===== config.mk =====
export PLATFORM = sky130hd
export DESIGN_NAME = rv32i_ldst_ctrl
export DESIGN_NICKNAME = d
export VERILOG_FILES = /design/src/rtl/rv32i_ldst_ctrl.sv
export SDC_FILE = /design/constraint.sdc
export NUM_CORES = 1
export LEC_CHECK = 0
export ABC_AREA = 1
export ABC_CLOCK_PERIOD_IN_PS = 1990
export BUFFER_PORTS_ARGS = -buffer_cell sky130_fd_sc_hd__buf_2
export CAP_MARGIN = 10
export CELL_PAD_IN_SITES_DETAIL_PLACEMENT = 1
export CELL_PAD_IN_SITES_GLOBAL_PLACEMENT = 1
export CORE_MARGIN = 5
export CORE_UTILIZATION = 36
export DETAILED_ROUTE_END_ITERATION = 7
export PLACE_DENSITY_LB_ADDON = 0.1
export SETUP_SLACK_MARGIN = 0.15
export SLEW_MARGIN = 20
export SYNTH_ARGS = -nofsm -noshare
export SYNTH_HDL_FRONTEND = slang
export SYNTH_SLANG_ARGS = --single-unit

===== constraint.sdc =====
create_clock -name clk -period 1.99 [get_ports clk]
set_input_delay 0.2985 -clock clk [delete_from_list [all_inputs] [get_ports clk]]
set_output_delay 0.2985 -clock clk [all_outputs]
set_load 0.1 [all_outputs]

===== src/rtl/rv32i_ldst_ctrl.sv =====
// rtl/rv32i_ldst_ctrl.sv - RV32I load/store sequencer between ALU stage and data-memory bus
//
// Accepts one load/store request per instruction, rejects misaligned or illegal-width accesses,
// runs a held-request/ack memory access with byte lanes, stalls the pipeline while the access is
// outstanding and returns the sign/zero-extended load result as a one-cycle writeback pulse.
//
// Ports:
//   clk, reset_n         clock, synchronous active-low reset
//   i_load, i_store      one-cycle request qualifiers (load wins when both are set)
//   i_ld_st_width        0=byte 1=half 2=word 3=illegal
//   i_ld_unsigned        zero-extend load result
//   i_addr, i_st_data    effective byte address, right-justified store data
//   i_rd                 load destination register
//   o_stall              hold pipeline (combinational)
//   o_mem_*              word address, read/write strobes, byte enables, lane-replicated wdata
//   i_mem_rdata/ack      read data and access-complete from memory
//   o_wb_valid/rd/val    load writeback pulse, register index and value
//   o_misaligned         pulse when a request is rejected, o_bad_addr holds its address
//   o_bus_err            pulse when an access times out
`timescale 1ns/1ps
module rv32i_ldst_ctrl #(
  parameter int unsigned TIMEOUT_CYCLES = 16
) (
  input  logic        clk,
  input  logic        reset_n,
  input  logic        i_load,
  input  logic        i_store,
  input  logic [1:0]  i_ld_st_width,
  input  logic        i_ld_unsigned,
  input  logic [31:0] i_addr,
  input  logic [31:0] i_st_data,
  input  logic [4:0]  i_rd,
  output logic        o_stall,
  output logic [31:0] o_mem_addr,
  output logic        o_mem_rd,
  output logic        o_mem_wr,
  output logic [3:0]  o_mem_be,
  output logic [31:0] o_mem_wdata,
  input  logic [31:0] i_mem_rdata,
  input  logic        i_mem_ack,
  output logic        o_wb_valid,
  output logic [4:0]  o_wb_rd,
  output logic [31:0] o_wb_val,
  output logic        o_misaligned,
  output logic [31:0] o_bad_addr,
  output logic        o_bus_err
);

  localparam int CW = (TIMEOUT_CYCLES < 2) ? 1 : $clog2(TIMEOUT_CYCLES);
  // Counter value on the last permitted non-ack cycle.
  localparam logic [CW-1:0] LIMIT = CW'(TIMEOUT_CYCLES - 1);

  typedef enum logic {S_IDLE, S_ACCESS} state_t;

  state_t        r_state;
  logic          r_mem_rd, r_mem_wr;
  logic [31:0]   r_mem_addr, r_mem_wdata;
  logic [3:0]    r_mem_be;
  logic          r_wb_valid;
  logic [4:0]    r_wb_rd, r_rd;
  logic [31:0]   r_wb_val, r_bad_addr;
  logic          r_misaligned, r_bus_err;
  logic [CW-1:0] r_cnt;
  logic [1:0]    r_lane, r_width;
  logic          r_unsigned;

  logic          w_req, w_aligned;
  logic [3:0]    w_be;
  logic [31:0]   w_wdata, w_lane_data, w_load_val;

  assign w_req = (r_state == S_IDLE) & (i_load | i_store);

  always_comb begin
    w_aligned = 1'b0;
    w_be      = 4'b1111;
    w_wdata   = i_st_data;
    case (i_ld_st_width)
      2'd0: begin
        w_aligned = 1'b1;
        w_be      = 4'b0001 << i_addr[1:0];
        w_wdata   = {4{i_st_data[7:0]}};
      end
      2'd1: begin
        w_aligned = ~i_addr[0];
        w_be      = i_addr[1] ? 4'b1100 : 4'b0011;
        w_wdata   = {2{i_st_data[15:0]}};
      end
      2'd2: w_aligned = (i_addr[1:0] == 2'b00);
      default: w_aligned = 1'b0;
    endcase
  end

  // Bring the addressed lane down to bit 0 before extension.
  assign w_lane_data = i_mem_rdata >> {r_lane, 3'b000};

  always_comb begin
    case (r_width)
      2'd0:    w_load_val = {{24{w_lane_data[7] & ~r_unsigned}}, w_lane_data[7:0]};
      2'd1:    w_load_val = {{16{w_lane_data[15] & ~r_unsigned}}, w_lane_data[15:0]};
      default: w_load_val = i_mem_rdata;
    endcase
  end

  // Low in the ack cycle so the next instruction can advance on that edge.
  assign o_stall = (w_req & w_aligned) | ((r_state == S_ACCESS) & ~i_mem_ack);

  always_ff @(posedge clk) begin
    if (!reset_n) begin
      r_state      <= S_IDLE;
      r_mem_rd     <= 1'b0;
      r_mem_wr     <= 1'b0;
      r_mem_addr   <= '0;
      r_mem_be     <= '0;
      r_mem_wdata  <= '0;
      r_wb_valid   <= 1'b0;
      r_wb_rd      <= '0;
      r_wb_val     <= '0;
      r_misaligned <= 1'b0;
      r_bad_addr   <= '0;
      r_bus_err    <= 1'b0;
      r_cnt        <= '0;
      r_lane       <= '0;
      r_width      <= '0;
      r_unsigned   <= 1'b0;
      r_rd         <= '0;
    end else begin
      r_misaligned <= 1'b0;
      r_bus_err    <= 1'b0;
      r_wb_valid   <= 1'b0;
      case (r_state)
        S_IDLE: begin
          if (w_req) begin
            if (w_aligned) begin
              r_state     <= S_ACCESS;
              r_mem_rd    <= i_load;
              r_mem_wr    <= ~i_load;
              r_mem_addr  <= {i_addr[31:2], 2'b00};
              r_mem_be    <= w_be;
              r_mem_wdata <= w_wdata;
              r_lane      <= i_addr[1:0];
              r_width     <= i_ld_st_width;
              r_unsigned  <= i_ld_unsigned;
              r_rd        <= i_rd;
              r_cnt       <= '0;
            end else begin
              r_misaligned <= 1'b1;
              r_bad_addr   <= i_addr;
            end
          end
        end
        S_ACCESS: begin
          if (i_mem_ack) begin
            // Ack takes priority over a timeout on the same cycle.
            r_state  <= S_IDLE;
            r_mem_rd <= 1'b0;
            r_mem_wr <= 1'b0;
            if (r_mem_rd) begin
              r_wb_valid <= 1'b1;
              r_wb_rd    <= r_rd;
              r_wb_val   <= w_load_val;
            end
          end else if ((TIMEOUT_CYCLES != 0) && (r_cnt == LIMIT)) begin
            r_state   <= S_IDLE;
            r_mem_rd  <= 1'b0;
            r_mem_wr  <= 1'b0;
            r_bus_err <= 1'b1;
          end else begin
            r_cnt <= r_cnt + 1'b1;
          end
        end
        default: r_state <= S_IDLE;
      endcase
    end
  end

  assign o_mem_addr   = r_mem_addr;
  assign o_mem_rd     = r_mem_rd;
  assign o_mem_wr     = r_mem_wr;
  assign o_mem_be     = r_mem_be;
  assign o_mem_wdata  = r_mem_wdata;
  assign o_wb_valid   = r_wb_valid;
  assign o_wb_rd      = r_wb_rd;
  assign o_wb_val     = r_wb_val;
  assign o_misaligned = r_misaligned;
  assign o_bad_addr   = r_bad_addr;
  assign o_bus_err    = r_bus_err;

endmodule


==> results.txt, run 1 <==
Crit. Startpoint: r_state$_SDFF_PN0_
Worst-Margin Slew: 0.563 ns
Post-DP HPWL: 16900 µm
RR Endpoint: o_wb_val[6]$_SDFFE_PN0P_
Worst R2R Setup Slack: 0.38 ns
Final min period: 1.71 ns
Reg2reg path depth: 5
Xor and xnor fraction of the mapped netlist area: 0%
Die Ht: 145 µm
Pleak: 4.26 nW
Critical path endpoint category: output port
First-pass GRT wire length: 38000 µm
Max Slew Vio Count: 0
Total of max-cap violations: 0
HP Class: primary input to flip-flop
Critical R2R Launch: r_state$_SDFF_PN0_
Setup CP Type: flip-flop to output port
Final Setup Violations: 0
Main combinational cell family by area after synthesis: simple AND/OR/NAND/NOR gates
Htree depth: 4
Synthesized area per cell: 7.19 µm²
Mapped cell area: 6560 µm²
CTS Sinks: 155
Port Buffers: 249
GP Congestion: 0.788
Post-synthesis mux area share: 0%
Num CTS Buffers: 17
CP Capture Point: o_stall
RSZ-0062 raised after global routing: false
Compound-Gate Fraction of Synth Area: 20.3%
Iter 0 DRT Violations: 232
Routed Antenna Nets: 0
Final wirelength: 23800 µm
Outcome: finished clean
Cell taking the most area after synthesis: dfxtp_1
Total GRT Usage: 21.8%
Core Rows: 49
Resized cells post-CTS: 0
CP Max Fanout: 4
Avg WL per Cell: 17.2 µm
Startpoint Class: flip-flop
Largest net degree at the start of global routing: 47
Yosys cell types: 27
Final nets: 1254
Avg Vias per Cell: 5.05
Die W: 145 µm
Clock slew seen by the registers of the worst setup and hold paths: 0.07 ns
Post-Synth Simple-Gate Area: 23.9%
Layout cells sized above 1: 28.2%
Clock latency on the worst-skew pair: 0.43 ns
Final Hold Viols: 0
Fin Clk Skew: 0.0109 ns
Layout area overhead: 32.2%
Initial antenna violation count: 0
Synth area leaders: dfxtp_1 (47%), nand2_1 (14%), a21oi_1 (11%), nand3_1 (6.9%), o21ai_0 (6.9%)
Full die area: 21000 µm²
Slew margin rel.: 62.4%
Adder-cell share of the synthesized area: 0.191%
Worst EP arrival: 1.42 ns
Yosys reg bits: 155
Yosys top cell area share: 47.3%
First-pass DRT Iterations: 4
Ant. Diodes: 0
Vias in the first global route: 7243
Via Count: 6996
CTS Buffer Depth: 2
GRT overflow: 0
Syn Inst Count: 913
PwrDens: 1050 nW/µm²
Setup TNS: 0 ns
Required time worst endpoint: 1.69 ns
VDD IR-drop max: 0.000757 V
Io pins: 252
Root buffer cell: clkbuf_16
CTS tree: done
Final worst path period share: 86.1%
Sequential area share after synthesis: 47.3%
DR DRC count: 0
Core footprint: 18000 µm²
Yosys warns: 0
Total power: 9.14 mW
Starting Density: 36.5%
Maximum clock rate: 0.583 GHz
-- kinds of logic (layout without fill, tap and decap cells) --
kind of cell	count (synthesis)	after routing
and+or+nand+nor	373	373
AOI/OAI and AO/OA	257	257
DFF	155	155
buffers and inverters	126	369
adders and majority gates	1	1
other	1	2
-- synthesized netlist by cell type --
library cell / instances
o21ai_1: 8
o21ai_0: 90
buf_2: 24
ha_1: 1
inv_1: 53
or2_0: 1
nand3_2: 1
dfxtp_1: 155
buf_6: 3
nor2_2: 1
nand2_1: 249
clkbuf_1: 35
o21a_1: 16
nand3_1: 90
buf_1: 1
and3_1: 1
o21ai_2: 2
buf_4: 5
nand4_1: 5
a21oi_1: 141
nor2_4: 3
nand2_2: 1
clkinv_1: 1
nor3_1: 2
conb_1: 1
nor2_1: 19
inv_2: 4
-- sequential cells by signal, summed over array words and instances, names as in the netlist --
| name | cells |
|---|---|
| o_wb_val | 32 |
| o_bus_err | 1 |
| o_wb_valid | 1 |
| o_mem_rd | 1 |
| r_width | 2 |
| o_mem_wr | 1 |
| o_mem_wdata | 32 |
| o_misaligned | 1 |
| o_bad_addr | 32 |
| o_mem_addr | 30 |
| r_lane | 2 |
| r_cnt | 4 |
| r_unsigned | 1 |
| o_mem_be | 4 |
| r_rd | 5 |
| r_state | 1 |
| o_wb_rd | 5 |
-- through the flow --
step / utilization [%] / instances / setup WS [ns] / hold WS, ns / cell area [µm²]
2_1_floorplan: - / 914 / 0.245 / 0.419 / 6570
3_3_place_gp: 44.8 / 1353 / 0.330 / 0.427 / 8040
3_5_place_dp: 44.8 / 1353 / 0.240 / 0.432 / 8040
4_1_cts: 48.3 / 1386 / 0.235 / 0.102 / 8670
5_1_grt: 48.3 / 1386 / 0.190 / 0.115 / 8670
6_report: 48.3 / 1386 / 0.276 / 0.116 / 8670
-- layout make-up --
cell class / count / area [µm²]
Multi-Input combinational cell: 633 / 2930
Fill cell: 2400 / 9290
Clock buffer: 19 / 453
Timing Repair Buffer: 279 / 1510
Sequential cell: 155 / 3100
Clock inverter: 13 / 174
Tap cell: 229 / 287
Inverter: 58 / 218
-- how the worst min path moves through the flow --
stage	startpoint	endpoint	cells past startpoint
after floorplan	r_rd[0]$_SDFFE_PN0P_	r_rd[0]$_SDFFE_PN0P_	2
after global placement	o_mem_wdata[2]$_SDFFE_PN0P_	o_mem_wdata[2]$_SDFFE_PN0P_	2
after detailed placement	o_mem_wdata[4]$_SDFFE_PN0P_	o_mem_wdata[4]$_SDFFE_PN0P_	2
after CTS	i_rd[0]	r_rd[0]$_SDFFE_PN0P_	3
after global routing	i_addr[23]	o_mem_addr[23]$_SDFFE_PN0P_	3
final	i_rd[0]	r_rd[0]$_SDFFE_PN0P_	3
-- cells in the final DEF, fill, tap and decap left out, drive strengths merged --
| master | instances |
|---|---|
| a21oi | 141 |
| o21a | 16 |
| inv | 64 |
| clkbuf | 19 |
| nor3 | 2 |
| dfxtp | 155 |
| buf | 279 |
| and3 | 1 |
| clkinv | 5 |
| nand3 | 91 |
| or2 | 1 |
| o21ai | 100 |
| bufinv | 2 |
| conb | 2 |
| nor2 | 23 |
| nand4 | 5 |
| nand2 | 250 |
| ha | 1 |
-- worst max-delay path, stage by stage (launching register included) --
cell,delay [ns]
dfxtp_1,0.40
inv_1,0.11
nor2_1,0.13
inv_1,0.08
nand2_2,0.09
buf_12,0.18
-- report_power, final --
part / switching (mW) / internal [mW]
Clock: 1.50 / 1.98
Combinational: 1.86 / 0.434
Sequential: 0.0891 / 3.28
Total: 3.45 / 5.69
-- per-layer routing --
layer	up-vias	wire, µm	track usage (%)	share of wire [%]
met3	19	1590	7.42	6.7
met2	179	11500	37.2	48
met5	-	0	0	0
met1	3331	10400	26.3	44
li1	3467	-	-	-
met4	0	325	5.60	1.4
-- repair_timing --
action,CTS,global route
endpoints found under the setup margin,1,0
hold buffers,0,0
setup buffers,1,0
Power figures use the tool's default switching activity.
==> run 2, diff against run 1 <==
ABC_AREA = not set   (was 1)
ABC_CLOCK_PERIOD_IN_PS = 1650   (was 1990)
CORE_UTILIZATION = 35   (was 36)
clock period = 1.65 ns   (was 1.99 ns; I/O delays follow)
==> results.txt, run 2 <==
Full die area: 21300 µm²
Setup CP Type: flip-flop to output port
Layout cells sized above 1: 39.0%
Total of max-cap violations: 0
Die W: 146 µm
Cell taking the most area after synthesis: dfxtp_1
Io pins: 252
Critical path endpoint category: output port
Syn Inst Count: 752
Mapped cell area: 6470 µm²
Worst EP arrival: 1.36 ns
Total GRT Usage: 20.6%
Commonest cells post-synth: dfxtp_1 (155), nand2_1 (144), a21oi_1 (115)
GRT Max-Usage Layer: met2
CTS tree: done
Yosys top cell area share: 48.0%
Placed insts: 1210
RSZ-0062 raised after global routing: true
Startpoint Class: flip-flop
Avg Vias per Cell: 5.12
Clock slew seen by the registers of the worst setup and hold paths: 0.06 ns
GRT overflow: 0
Initial antenna violation count: 0
Post-Layout Cell Count: 1272
Iter 0 DRT Violations: 320
Core Rows: 49
Layout area overhead: 46.9%
Hold WS: 0.0700 ns
Post-synth EDFFs: 0
Most common cell after layout, fill and taps aside: buf_2
CTS Sinks: 155
Core footprint: 18100 µm²
Layout fillers: 2167
GP Congestion: 0.789
Setup ws final: 0.0382 ns
Yosys reg bits: 155
Worst-Margin Slew: 0.524 ns
First-pass GRT wire length: 35900 µm
CP Max Fanout: 2
Synthesized area per cell: 8.60 µm²
Post-DP HPWL: 16000 µm
Synth area leaders: dfxtp_1 (48%), a21oi_1 (8.9%), mux2i_1 (8.8%), nand2_1 (8.4%), nor2_1 (3.4%)
Die Ht: 146 µm
Worst R2R Setup Slack: 0.05 ns
CTS Buffer Depth: 2
Setup TNS: 0 ns
Final Setup Violations: 0
Final nets: 1142
First-pass DRT Iterations: 4
Met1 Use GR: 25.5%
Synth Flop Type: dfxtp_1
Htree depth: 4
Top-count cell post-synth: dfxtp_1
Num CTS Buffers: 17
Vias in the first global route: 6551
Via Count: 6508
Finished Core Util: 52.5%
Maximum clock rate: 0.620 GHz
HP Class: primary input to flip-flop
Final Hold Viols: 0
Required time worst endpoint: 1.40 ns
Largest net degree at the start of global routing: 42
Ant. Diodes: 0
Starting Density: 35.8%
DR DRC count: 0
Yosys warns: 0
Grt met2 use: 34.2%
Outcome: finished clean
Final wirelength: 24000 µm
Root buffer cell: clkbuf_16
CTS Hold Bufs: 0
Routed Antenna Nets: 0
Port Buffers: 249
VDD IR-drop max: 0.000784 V
Met3 track demand over resource: 6.82%
Most frequent cells in the layout: buf_2 (238), dfxtp_1 (152), nand2_1 (143)
Fin Clk Skew: 0.00922 ns
Sequential area share after synthesis: 48.0%
Final min period: 1.61 ns
PwrDens: 1180 nW/µm²
Post-Place Setup Slack: -0.360 ns
Yosys cell types: 47
Slew margin rel.: 65.3%
Avg WL per Cell: 18.8 µm
Pleak: 4.35 nW
Max Slew Vio Count: 0
Final worst path period share: 97.7%
Ys async rst share: 0%
Clock latency on the worst-skew pair: 0.42 ns
## run 2: changes by cell type in the layout (fill, tap and decap cells not counted), moves of 9 or more
| cell | change |
|---|---|
| buf_4 | +17 |
| buf_2 | -10 |
| mux2i_1 | +57 |
| inv_1 | -49 |
| a21oi_1 | -29 |
| clkbuf_4 | +9 |
| o21ai_0 | -58 |
| nand3_1 | -82 |
| nor2_1 | +39 |
| buf_12 | +11 |
| nand2_1 | -105 |
| o21a_1 | -16 |
| a311oi_1 | +10 |
## run 2: worst max-delay path, cell delays in order, from the launching register on
cell	delay (ns)
dfxtp_2	0.33
o21bai_4	0.18
a21o_4	0.22
nand2_8	0.06
buf_12	0.17
## run 2: layout make-up
type	count	area, µm²	area share, %
Clock buffer	22	494	5.20
Sequential cell	155	3110	32.8
Inverter	6	28.8	0.303
Timing Repair Buffer	326	2250	23.7
Tap cell	229	287	3.02
Multi-Input combinational cell	526	3240	34.1
Clock inverter	8	83.8	0.882
## run 2: where the power goes
group          total (mW)  switching [mW]  leakage (nW)  internal (mW)
clock network        3.87            1.59         0.278           2.27
registers            4.07           0.114          1.27           3.96
logic                3.31            2.40          2.81          0.913
total                11.3            4.10          4.35           7.15
## run 2: kinds of logic (layout without fill, tap and decap cells)
logic type,count (synthesis),in the layout,synth area share (%)
adder cells (fa/ha/maj),1,1,0.193
flip-flops,155,155,48.0
other,1,2,0.0580
buffers and inverters,72,362,5.36
AND/OR/NAND/NOR,232,232,14.5
AO/OA/AOI/OAI,224,224,21.2
multiplexers,65,65,10.4
XOR/XNOR,2,2,0.271
## run 2: what timing repair did
action	4_1_cts	5_1_grt
resized for setup	41	34
cloned	1	8
pin swaps	3	9
setup buffers	13	10
hold endpoints to repair	0	0
endpoints found under the setup margin	101	115
## run 2: final timing paths
check,startpoint,to,cells after the start
max,r_state$_SDFF_PN0_,o_stall,4
max reg2reg,r_state$_SDFF_PN0_,o_bad_addr[0]$_SDFFE_PN0P_,7
min reg2reg,o_wb_val[0]$_SDFFE_PN0P_,o_wb_val[0]$_SDFFE_PN0P_,2
min,i_rd[4],r_rd[4]$_SDFFE_PN0P_,3
## run 2: stage by stage
| step | total power, mW | cell area (µm²) |
|---|---|---|
| after CTS | 11.1 | 9030 |
| final | 11.3 | 9500 |
| after floorplan | 6.39 | 6520 |
| after detailed placement | 7.08 | 8160 |
| after global placement | 7.06 | 8160 |
| after global routing | 11.7 | 9500 |
## run 2: layer usage
metal	vias to the layer above	wire length (µm)	part of all wire, %
met5	-	0	0
met4	0	438	1.8
met2	180	11700	49
li1	3182	-	-
met1	3117	10300	43
met3	29	1490	6.2
==> run 3, diff against run 2 <==
==> constraint.sdc (replaced) <==
create_clock -name clk -period 1.65 [get_ports clk]
set_input_delay 0.0825 -clock clk [delete_from_list [all_inputs] [get_ports clk]]
set_output_delay 0.0825 -clock clk [all_outputs]
set_load 0.1 [all_outputs]
==> results.txt, run 3 (synthesis gave the netlist of run 2 again) <==
Final min period: 1.61 ns
Avg Vias per Cell: 5.07
CTS Buffer Depth: 2
Post-Layout Cell Count: 1345
Final wirelength: 25100 µm
CP Max Fanout: 4
Core footprint: 18100 µm²
Clock latency on the worst-skew pair: 0.43 ns
Slew margin rel.: 65.7%
Worst-Margin Slew: 0.510 ns
GP Congestion: 0.796
Setup TNS: 0 ns
Fin area: 10200 µm²
Htree depth: 4
Setup ws final: 0.0367 ns
Comb power frac: 29.6%
Fin Clk Skew: 0.0108 ns
Die Ht: 146 µm
Outcome: finished clean
CTS tree: done
PwrDens: 1140 nW/µm²
GRT overflow: 0
VDD IR-drop max: 0.000770 V
Final worst path period share: 97.8%
Total GRT Usage: 22.2%
Root buffer cell: clkbuf_16
Final Hold Viols: 0
First-pass DRT Iterations: 4
Pleak: 4.64 nW
Placed cell area: 8130 µm²
Layout cells sized above 1: 35.6%
DR DRC count: 0
Via Count: 6816
Layout area overhead: 57.0%
Core Rows: 49
Vias in the first global route: 7060
Clk pwr share: 35.1%
Full die area: 21300 µm²
Placed insts: 1205
Final nets: 1209
Most common cell after layout, fill and taps aside: buf_2
Setup CP Type: flip-flop to flip-flop
Required time worst endpoint: 1.96 ns
P_int: 7.35 mW
Post-Place Setup Slack: -0.236 ns
Num CTS Buffers: 17
Sequential Power Share: 35.2%
Total of max-cap violations: 0
Sw Share: 36.4%
Post-DP HPWL: 15800 µm
Avg WL per Cell: 18.7 µm
Final Setup Violations: 0
Most frequent cells in the layout: buf_2 (248), dfxtp_1 (152), nand2_1 (140)
CTS Sinks: 155
Startpoint Class: flip-flop
Iter 0 DRT Violations: 343
Worst EP arrival: 1.93 ns
Initial antenna violation count: 4
Clock slew seen by the registers of the worst setup and hold paths: 0.06 ns
Io pins: 252
Maximum clock rate: 0.620 GHz
Die W: 146 µm
Critical path endpoint category: flip-flop
Psw: 4.21 mW
Port Buffers: 249
Starting Density: 35.8%
Layout fillers: 2149
Max Slew Vio Count: 0
Routed Antenna Nets: 0
First-pass GRT wire length: 38400 µm
Largest net degree at the start of global routing: 47
RSZ-0062 raised after global routing: true
HP Class: primary input to flip-flop
[run 3: cell count changes in the layout (fill, tap and decap cells not counted), moves of 5 or more]
| cell | before | now |
|---|---|---|
| buf_2 | 238 | 248 |
| clkbuf_8 | 5 | 0 |
| buf_4 | 45 | 37 |
| clkbuf_4 | 9 | 0 |
| dlygate4sd3_1 | 0 | 76 |
[run 3: per-stage QoR]
stage          hold WS, ns  utilization [%]  total power, mW
2_1_floorplan        0.218                -             6.37
3_3_place_gp         0.334             44.9             7.05
3_5_place_dp         0.342             44.9             7.07
4_1_cts           0.000650             53.7             11.4
5_1_grt             0.0172             56.1             12.0
6_report            0.0206             56.1             11.6
[run 3: power by group through the flow]
stage | clock network [mW] | registers (mW) | logic [mW]
floorplan | 0 | 5.56 | 0.815
global placement | 0 | 4.15 | 2.91
detailed placement | 0 | 4.15 | 2.92
CTS | 4.14 | 4.07 | 3.19
global route | 4.32 | 4.10 | 3.59
finish | 4.06 | 4.07 | 3.42
[run 3: cell type report]
class                   count  area [µm²]  area share, %
repair buffers            393        2890           28.4
well taps                 229         287           2.82
flip-flops and latches    155        3110           30.7
clock buffers              19         433           4.26
diodes                      4        10.0         0.0986
clock inverters            13         166           1.64
multi-input cells         526        3230           31.8
inverters                   6        28.8          0.283
[run 3: worst paths after layout]
| check | cells after the start | to | slack [ns] | startpoint |
|---|---|---|---|---|
| setup / recovery | 6 | o_wb_val[13]$_SDFFE_PN0P_ | 0.04 | r_lane[0]$_SDFFE_PN0P_ |
| hold reg to reg | 2 | o_wb_val[0]$_SDFFE_PN0P_ | 0.45 | o_wb_val[0]$_SDFFE_PN0P_ |
| hold / removal | 3 | o_wb_val[23]$_SDFFE_PN0P_ | 0.02 | reset_n |
| setup reg to reg | 6 | o_wb_val[13]$_SDFFE_PN0P_ | 0.04 | r_lane[0]$_SDFFE_PN0P_ |
[run 3: layer usage]
metal | track usage (%) | share of wire, % | vias to the layer above | wire, µm
met3 | 6.32 | 5.8 | 35 | 1450
met4 | 8.74 | 2.4 | 0 | 613
met5 | 0 | 0 | - | 0
met2 | 36.4 | 49 | 183 | 12300
met1 | 27.6 | 43 | 3274 | 10800
li1 | - | - | 3324 | -
[run 3: critical path: stages (launching register included)]
cell	delay (ns)
dfxtp_4	0.37
buf_6	0.09
mux4_2	0.50
a21oi_2	0.19
buf_4	0.17
o21ai_2	0.05
o211a_1	0.12
[run 3: timing repair]
item,in CTS,in global routing
gates resized for setup,24,43
hold buffers,76,0
hold endpoints to repair,106,0
endpoints found under the setup margin,61,113
pin swaps,2,16
buffers inserted,10,8
cloned,2,8
